==> src/rtl/pulse_meter.sv <==
// Measures the high time and period of one selected pulse lane in clk cycles,
// returning one result per accepted start; overflow flags a saturated, incomplete measurement.
module pulse_meter #(
  parameter int CNT_W = 24
) (
  input  logic             clk,
  input  logic             reset,
  input  logic [7:0]       pulse_in,
  input  logic [2:0]       ch_sel,
  input  logic             start,
  output logic             busy,
  output logic             done,
  output logic [CNT_W-1:0] high_cnt,
  output logic [CNT_W-1:0] period_cnt,
  output logic             overflow
);

  typedef enum logic [1:0] {S_IDLE, S_ARM, S_HIGH, S_LOW} state_t;

  localparam logic [CNT_W-1:0] CNT_MAX = '1;
  localparam logic [CNT_W-1:0] CNT_ONE = CNT_W'(1);

  state_t           r_state, w_state_nxt;
  logic [7:0]       r_sync1, r_sync2;
  logic             r_dly;
  logic [2:0]       r_lane;
  logic [CNT_W-1:0] r_cnt, w_cnt_nxt;
  logic [CNT_W-1:0] r_high, w_high_nxt;
  logic [CNT_W-1:0] r_period, w_period_nxt;
  logic             r_done, w_done_nxt;
  logic             r_ovf, w_ovf_nxt;
  logic [2:0]       w_lane;
  logic             w_sync, w_rise, w_fall, w_sat, w_accept;

  assign w_accept = (r_state == S_IDLE) && start;
  // While idle the delay register tracks ch_sel, so the first ARM cycle
  // compares two samples of the newly selected lane and never sees a false rise.
  assign w_lane   = (r_state == S_IDLE) ? ch_sel : r_lane;
  assign w_sync   = r_sync2[w_lane];
  assign w_rise   = w_sync & ~r_dly;
  assign w_fall   = ~w_sync & r_dly;
  assign w_sat    = (r_cnt == CNT_MAX);

  always_ff @(posedge clk or posedge reset) begin
    if (reset) begin
      r_state <= S_IDLE;
    end else begin
      r_state <= w_state_nxt;
    end
  end

  always_comb begin
    w_state_nxt  = r_state;
    w_cnt_nxt    = r_cnt + CNT_ONE;
    w_high_nxt   = r_high;
    w_period_nxt = r_period;
    w_ovf_nxt    = r_ovf;
    w_done_nxt   = 1'b0;
    case (r_state)
      S_IDLE: begin
        w_cnt_nxt = r_cnt;
        if (start) begin
          w_state_nxt = S_ARM;
          w_cnt_nxt   = '0;
          w_ovf_nxt   = 1'b0;
        end
      end
      S_ARM: begin
        if (w_rise) begin
          w_state_nxt = S_HIGH;
          w_cnt_nxt   = CNT_ONE;
        end else if (w_sat) begin
          w_state_nxt  = S_IDLE;
          w_high_nxt   = CNT_MAX;
          w_period_nxt = CNT_MAX;
          w_ovf_nxt    = 1'b1;
          w_done_nxt   = 1'b1;
        end
      end
      S_HIGH: begin
        if (w_fall) begin
          w_state_nxt = S_LOW;
          w_high_nxt  = r_cnt;
        end else if (w_sat) begin
          w_state_nxt  = S_IDLE;
          w_high_nxt   = CNT_MAX;
          w_period_nxt = CNT_MAX;
          w_ovf_nxt    = 1'b1;
          w_done_nxt   = 1'b1;
        end
      end
      S_LOW: begin
        // An edge in the saturating cycle still completes the measurement.
        if (w_rise) begin
          w_state_nxt  = S_IDLE;
          w_period_nxt = r_cnt;
          w_done_nxt   = 1'b1;
        end else if (w_sat) begin
          w_state_nxt  = S_IDLE;
          w_period_nxt = CNT_MAX;
          w_ovf_nxt    = 1'b1;
          w_done_nxt   = 1'b1;
        end
      end
      default: w_state_nxt = S_IDLE;
    endcase
  end

  always_ff @(posedge clk or posedge reset) begin
    if (reset) begin
      r_sync1  <= '0;
      r_sync2  <= '0;
      r_dly    <= 1'b0;
      r_lane   <= '0;
      r_cnt    <= '0;
      r_high   <= '0;
      r_period <= '0;
      r_done   <= 1'b0;
      r_ovf    <= 1'b0;
    end else begin
      r_sync1  <= pulse_in;
      r_sync2  <= r_sync1;
      r_dly    <= w_sync;
      if (w_accept) begin
        r_lane <= ch_sel;
      end
      r_cnt    <= w_cnt_nxt;
      r_high   <= w_high_nxt;
      r_period <= w_period_nxt;
      r_done   <= w_done_nxt;
      r_ovf    <= w_ovf_nxt;
    end
  end

  assign busy       = (r_state != S_IDLE);
  assign done       = r_done;
  assign high_cnt   = r_high;
  assign period_cnt = r_period;
  assign overflow   = r_ovf;

endmodule

==> config.mk <==
export PLATFORM = sky130hd
export DESIGN_NAME = pulse_meter
export DESIGN_NICKNAME = d
export VERILOG_FILES = /design/src/rtl/pulse_meter.sv
export SDC_FILE = /design/constraint.sdc
export NUM_CORES = 1
export LEC_CHECK = 0
export CORE_MARGIN = 2
export CORE_UTILIZATION = 56
export CTS_BUF_LIST = sky130_fd_sc_hd__clkbuf_4
export DETAILED_ROUTE_END_ITERATION = 8
export GPL_ROUTABILITY_DRIVEN = 0
export PLACE_DENSITY = 0.82
export REMOVE_ABC_BUFFERS = 1
export SLEW_MARGIN = 20
export SYNTH_ARGS = -nofsm -noshare
export SYNTH_HDL_FRONTEND = slang
export SYNTH_SLANG_ARGS = --single-unit
==> constraint.sdc <==
create_clock -name clk -period 3.55 [get_ports clk]
set_clock_uncertainty 0.15 [all_clocks]
set_input_delay 0.355 -clock clk [delete_from_list [all_inputs] [get_ports clk]]
set_output_delay 0.355 -clock clk [all_outputs]
set_load 0.02 [all_outputs]
==> impl_metrics.csv, run 1 <==
group,metric,value,unit
status,status,"complete, no violations",
floorplan,dieHeight,91.3,um
yosys,ys_ff_latch,96,
worst_setup_path,critical_path.slowest_cell,"or4_4",
yosys,synthTopCellsByArea,"dfrtp_1, a2bb2oi_1, a21oi_1",
worst_setup_path,cp.required,3.74,ns
timing,hold_violations,0,
clocking,clkSinkCount,96,
place,dpl.hpwl,6.38,mm
worst_setup_path,critical-path-top-delay-family,"simple AND/OR/NAND/NOR gates",
place,port_buffers,64,
clocking,hold_buffers,0,
yosys,synth_cell_type_count,49,
global_route,grt_start_max_net_pins,67,
worst_setup_path,startpoint_type,"flip-flop",
global_route,grt.busiest_layer,"met2",
clocking,cts.reportedPaths.clkPinSlew,0.15,ns
floorplan,ios,65,
clocking,max-clock-path-buffers,2,
yosys,synth_edf_count,0,
worst_setup_path,cpMostUsedCell,"buf_4",
yosys,ys_warn_count,0,
floorplan,initial_core_util,0.583,
route,drtAntennaViolNets,0,
global_route,grt_pass1_wl,16.7,mm
timing,setup-tns-final,0,ns
worst_setup_path,cpPeakStageDelay,0.53,ns
route,drt_wl_total,9.97,mm
yosys,synth_async_sr_flop_share,1.00,
final_layout,syn2layout_area_growth,20.6,%
final_layout,n_antenna_cell,0,
global_route,antenna_found_initial,0,
yosys,seq_area_frac_synth,0.563,
worst_hold_path,hold_class,"in2async",
route,drcViolationCount,0,
global_route,grtUsageMet1,0.351,
final_layout,multi_input_area,1660,um^2
timing,slew_headroom,0.390,
global_route,use_met3,0.0340,
floorplan,fp.dieArea,8340,um^2
floorplan,core_area,7330,um^2
floorplan,rows,31,
clocking,ctsHtreeMaxLevel,3,
timing,tightest_slew,0.907,ns
yosys,synth_ff_type,"dfrtp_1",
timing,clock.fmax,322,MHz
final_layout,fillerInstances,533,
pwr,power.density,965,nW/um^2
yosys,synth_top_area_cell,"dfrtp_1",
final_layout,seq_area,2400,um^2
worst_setup_path,path_max_fanout,14,
global_route,grt_usage,0.257,
worst_setup_path,arrival,3.29,ns
worst_setup_path,endpoint_kind,"flip-flop",
yosys,synthCells,391,
yosys,synth_most_common_cell,"dfrtp_1",
worst_setup_path,crit_type,"reg2reg",
global_route,met2_usage,0.408,
worst_setup_path,r2r_slack,0.45,ns
route,num_vias,3337,
clocking,post_cts_buffers,0,
clocking,worstSkewPairLatency,0.45,ns
clocking,cts-buffers-inserted,9,
pwr,vdd_ir_drop_max,0.500,mV
global_route,gr-total-overflow,0,
global_route,grt_pass1_vias,3320,
route,dr.first_iter.drc_count,193,
timing,rsz0062_at_grt,"false",
final_layout,drive_above_1_share,0.0899,
clocking,cts_resized,0,
timing,setup_violations,0,
timing,final_max_slew_viol_count,0,
worst_setup_path,path_cells,"buf_4 -> nor2_1 -> a21boi_0 -> a2111oi_2 -> or4_4 -> inv_2 -> mux2i_2 -> buf_4 -> a2bb2oi_1",
timing,period_needed,3.10,ns
yosys,ys_top_cells_by_count,"dfrtp_1, a21oi_1, a2bb2oi_1",
yosys,synth_top_area_frac,0.563,
place,dpl.cell_count,539,
floorplan,die_w,91.3,um
route,wire_per_inst,18.0,um
pwr,power.total,4.97,mW
flow_run,drv_cap,0,
final_layout,final_cell_count_no_fill,555,
clocking,cts_tree,"built",
timing,period_share,0.873,
clocking,clock-root-buffer,"clkbuf_4",
worst_setup_path,cp.buffers_inverters,3,
final_layout,fin_util,0.703,
yosys,synth.avg_cell_area,10.9,um^2
route,viasPerCell,6.01,
yosys,syn_area,4270,um^2
final_layout,finalNetCount,466,
route,dr.pass1.iters,5,
pwr,leakage,2.27,nW
per-stage QoR:
step | setup WS (ns) | instance area, um^2 | hold slack [ns]
final | 0.449 | 5150 | 0.0856
after global routing | 0.304 | 5150 | 0.109
after CTS | 0.480 | 5150 | 0.0893
after detailed placement | 0.314 | 4990 | 0.187
after global placement | 0.396 | 4990 | 0.184
after floorplan | 0.0633 | 4100 | 0.181
metal layers:
metal	routed length, um	part of all wire	vias up
met5	0	0	-
met4	177	0.018	0
met3	513	0.051	14
met2	4900	0.49	117
met1	4380	0.44	1682
li1	-	-	1524
sequential cells by signal (all words and copies together), names as in the netlist:
register	cells
period_cnt	24
done	1
r_sync2	8
high_cnt	24
r_cnt	24
r_sync1	8
r_lane	3
r_state	2
overflow	1
r_dly	1
worst reg2reg max path: stages, from the launching register on:
cell	delay, ns
dfrtp_1	0.50
buf_4	0.24
nor2_1	0.39
a21boi_0	0.34
a2111oi_2	0.10
or4_4	0.53
inv_2	0.13
mux2i_2	0.25
buf_4	0.25
a2bb2oi_1	0.11
kinds of logic (layout without fill, tap and decap cells):
group / after synthesis / after routing / synth area share
compound gates: 124 / 124 / 0.209
xor+xnor: 23 / 23 / 0.0472
mux: 4 / 4 / 0.0108
flops: 96 / 96 / 0.563
fa+ha+maj: 1 / 1 / 0.00293
buf+inv: 39 / 104 / 0.0486
simple gates: 104 / 104 / 0.119
power breakdown:
group	switching [mW]	internal, mW	total [mW]
Clock	0.372	0.298	0.670
Sequential	0.285	1.47	1.76
Combinational	1.41	1.13	2.55
cell type report:
type,instances,share of cell area
flip-flops and latches,96,0.466
multi-input cells,256,0.323
repair buffers,78,0.147
well taps,99,0.0240
clock inverters,6,0.0175
clock buffers,10,0.0146
inverters,10,0.00753
layout by cell type, fill, tap and decap left out, types with 3 or more instances in the layout:
cell             netlist  final
inv_1                  9      8
nor3b_1                3      3
xnor2_1               14     14
nand2_1               21     21
o21ai_0                5      5
xor2_1                 9      9
dfrtp_1               96     96
clkdlybuf4s50_1        0     64
nand4_1               10     10
nor2_1                37     37
and3_1                 5      5
nand3_1                5      5
nor3_1                 7      7
buf_4                  1     13
a2bb2oi_1             48     48
a21oi_1               51     51
a21boi_0               3      3
o211ai_1               3      3
clkbuf_4               0     10
worst paths after layout:
check,from,to,cells past startpoint
worst max register to register,r_state[1],period_cnt[8],9
max in group asynchronous,reset,high_cnt[2],3
worst min-delay path,reset,r_sync1[6],2
min in group clk,pulse_in[6],r_sync1[6],1
worst min register to register,r_sync1[7],r_sync2[7],0
worst max-delay path,r_state[1],period_cnt[8],9
Power figures use the tool's default switching activity.
==> run 2, diff against run 1 <==
--- a/config.mk
+++ b/config.mk
@@ -5,6 +5,7 @@
 export SDC_FILE = /design/constraint.sdc
 export NUM_CORES = 1
 export LEC_CHECK = 0
+export CORE_ASPECT_RATIO = 0.9
 export CORE_MARGIN = 2
 export CORE_UTILIZATION = 56
 export CTS_BUF_LIST = sky130_fd_sc_hd__clkbuf_4
==> constraint.sdc (replaced) <==
create_clock -name clk -period 3.2 [get_ports clk]
set_clock_uncertainty 0.15 [all_clocks]
set_input_delay 0.32 -clock clk [delete_from_list [all_inputs] [get_ports clk]]
set_output_delay 0.32 -clock clk [all_outputs]
set_load 0.02 [all_outputs]
==> impl_metrics.csv, run 2 (synthesized netlist as in run 1, its figures left out) <==
group,metric,value,unit
pwr,leakage,2.29,nW
clocking,cts.reportedPaths.clkPinSlew,0.15,ns
timing,setup_ws,0.316,ns
timing,setup-tns-final,0,ns
clocking,ctsHtreeMaxLevel,3,
final_layout,fin_util,0.695,
route,dr.first_iter.drc_count,288,
floorplan,ios,65,
timing,slew_headroom,0.475,
route,drt_wl_total,9.55,mm
pwr,vdd_ir_drop_max,0.540,mV
pwr,combPwrFrac,0.524,
worst_setup_path,cp.required,3.37,ns
status,status,"complete, no violations",
clocking,max-clock-path-buffers,2,
worst_setup_path,arrival,3.05,ns
worst_setup_path,path_max_fanout,11,
route,drtAntennaViolNets,0,
global_route,grt_start_max_net_pins,63,
global_route,gr-total-overflow,0,
place,dpl.cell_count,542,
clocking,hold_buffers,0,
global_route,grt_pass1_vias,3309,
pwr,switching_share,0.419,
final_layout,syn2layout_area_growth,21.5,%
floorplan,fp.dieArea,8340,um^2
pwr,power.total,5.45,mW
final_layout,layout_commonest_cell,"dfrtp_1",
clocking,cts_resized,0,
place,dpl.hpwl,6.53,mm
pwr,power.density,1050,nW/um^2
worst_setup_path,endpoint_kind,"flip-flop",
worst_setup_path,reg2regPathDepth,8,
final_layout,fin_area,5190,um^2
final_layout,final_cell_mix,"dfrtp_1, clkdlybuf4s50_1, a21oi_1",
clocking,cts_tree,"built",
pwr,cell_internal_pwr,3.17,mW
worst_setup_path,crit_type,"reg2reg",
timing,tightest_slew,0.783,ns
clocking,clock-root-buffer,"clkbuf_4",
timing,period_share,0.901,
clocking,clkSinkCount,96,
clocking,cts-buffers-inserted,9,
timing,period_needed,2.88,ns
route,drcViolationCount,0,
timing,hold_violations,0,
floorplan,die_w,96.1,um
place,placed_area,5050,um^2
pwr,power.net_switching,2.28,mW
clocking,post_cts_buffers,0,
route,viasPerCell,5.93,
route,wire_per_inst,17.1,um
final_layout,finalNetCount,472,
floorplan,dieHeight,86.8,um
global_route,grt_usage,0.257,
floorplan,initial_core_util,0.572,
place,port_buffers,64,
worst_setup_path,r2r-end,"period_cnt[2]",
floorplan,core_area,7470,um^2
worst_hold_path,hold_class,"in2async",
timing,final_max_slew_viol_count,0,
timing,holdWs,0.105,ns
route,dr.pass1.iters,5,
worst_setup_path,r2r_slack,0.32,ns
final_layout,final_cell_count_no_fill,557,
floorplan,rows,30,
worst_setup_path,startpoint_type,"flip-flop",
timing,clock.fmax,347,MHz
timing,rsz0062_at_grt,"false",
route,num_vias,3301,
global_route,antenna_found_initial,0,
timing,setup_violations,0,
worst_setup_path,worstReg2RegStart,"r_state[1]",
clocking,worstSkewPairLatency,0.44,ns
pwr,p_seq_frac,0.359,
final_layout,drive_above_1_share,0.0998,
final_layout,fillerInstances,579,
worst_setup_path,crit_start,"r_state[1]",
pwr,p_clk_frac,0.117,
flow_run,drv_cap,0,
global_route,grt_pass1_wl,16.4,mm
place,pre_cts_slack,0.0616,ns
final_layout,n_antenna_cell,0,
==> run 2: changes by cell type in the layout (fill, tap and decap cells not counted), sizes merged <==
cell      before  now
buf           14   20
inv           11   10
bufinv         2    1
clkinv         3    4
clkinvlp       0    1
clkbuf        10    9
==> run 2: worst max path at each step <==
stage / end / slack [ns] / depth (start not counted)
2_1_floorplan: period_cnt[10] / -0.29 / 7
3_3_place_gp: done / 0.16 / 9
3_5_place_dp: period_cnt[3] / 0.06 / 9
4_1_cts: period_cnt[2] / 0.31 / 9
5_1_grt: done / 0.15 / 8
6_report: period_cnt[2] / 0.32 / 8
==> run 2: area by class of cell <==
class,instances,area (um^2),share of cell area
sequential,96,2400,0.463
multi-input combinational,256,1660,0.320
clock inverter,6,70.1,0.0135
inverter,10,38.8,0.00747
timing repair buffer,84,828,0.160
tap,96,120,0.0231
clock buffer,9,67.6,0.0130
==> run 2: metal layers <==
layer  vias to the layer above  routed length, um  global-route usage
li1                       1544                  -                   -
met1                      1647               4320               0.375
met2                       101               4660               0.396
met3                         9                440              0.0487
met4                         0                133              0.0766
met5                         -                  0                   0
==> run 2: worst max-delay path: stages, from the launching register on <==
cell,delay [ns]
dfrtp_1,0.54
or4_1,0.20
nor3b_1,0.05
or4_1,0.55
or4_4,0.57
inv_2,0.13
mux2i_2,0.27
buf_4,0.22
a2bb2oi_1,0.09
==> run 2: power by group through the flow <==
| stage | combinational, mW | clock (mW) | sequential (mW) |
|---|---|---|---|
| detailed placement | 2.86 | 0 | 1.97 |
| floorplan | 1.24 | 0 | 2.34 |
| CTS | 2.86 | 0.655 | 1.95 |
| finish | 2.85 | 0.637 | 1.96 |
| global route | 3.11 | 0.702 | 2.00 |
| global placement | 2.76 | 0 | 1.96 |
==> run 3, diff against run 2 <==
--- a/config.mk
+++ b/config.mk
@@ -5,6 +5,7 @@
 export SDC_FILE = /design/constraint.sdc
 export NUM_CORES = 1
 export LEC_CHECK = 0
+export CAP_MARGIN = 20
 export CORE_ASPECT_RATIO = 0.9
 export CORE_MARGIN = 2
 export CORE_UTILIZATION = 56
==> results of run 3 <==
No change in the layout: final DEF, timing and power equal those of run 2.
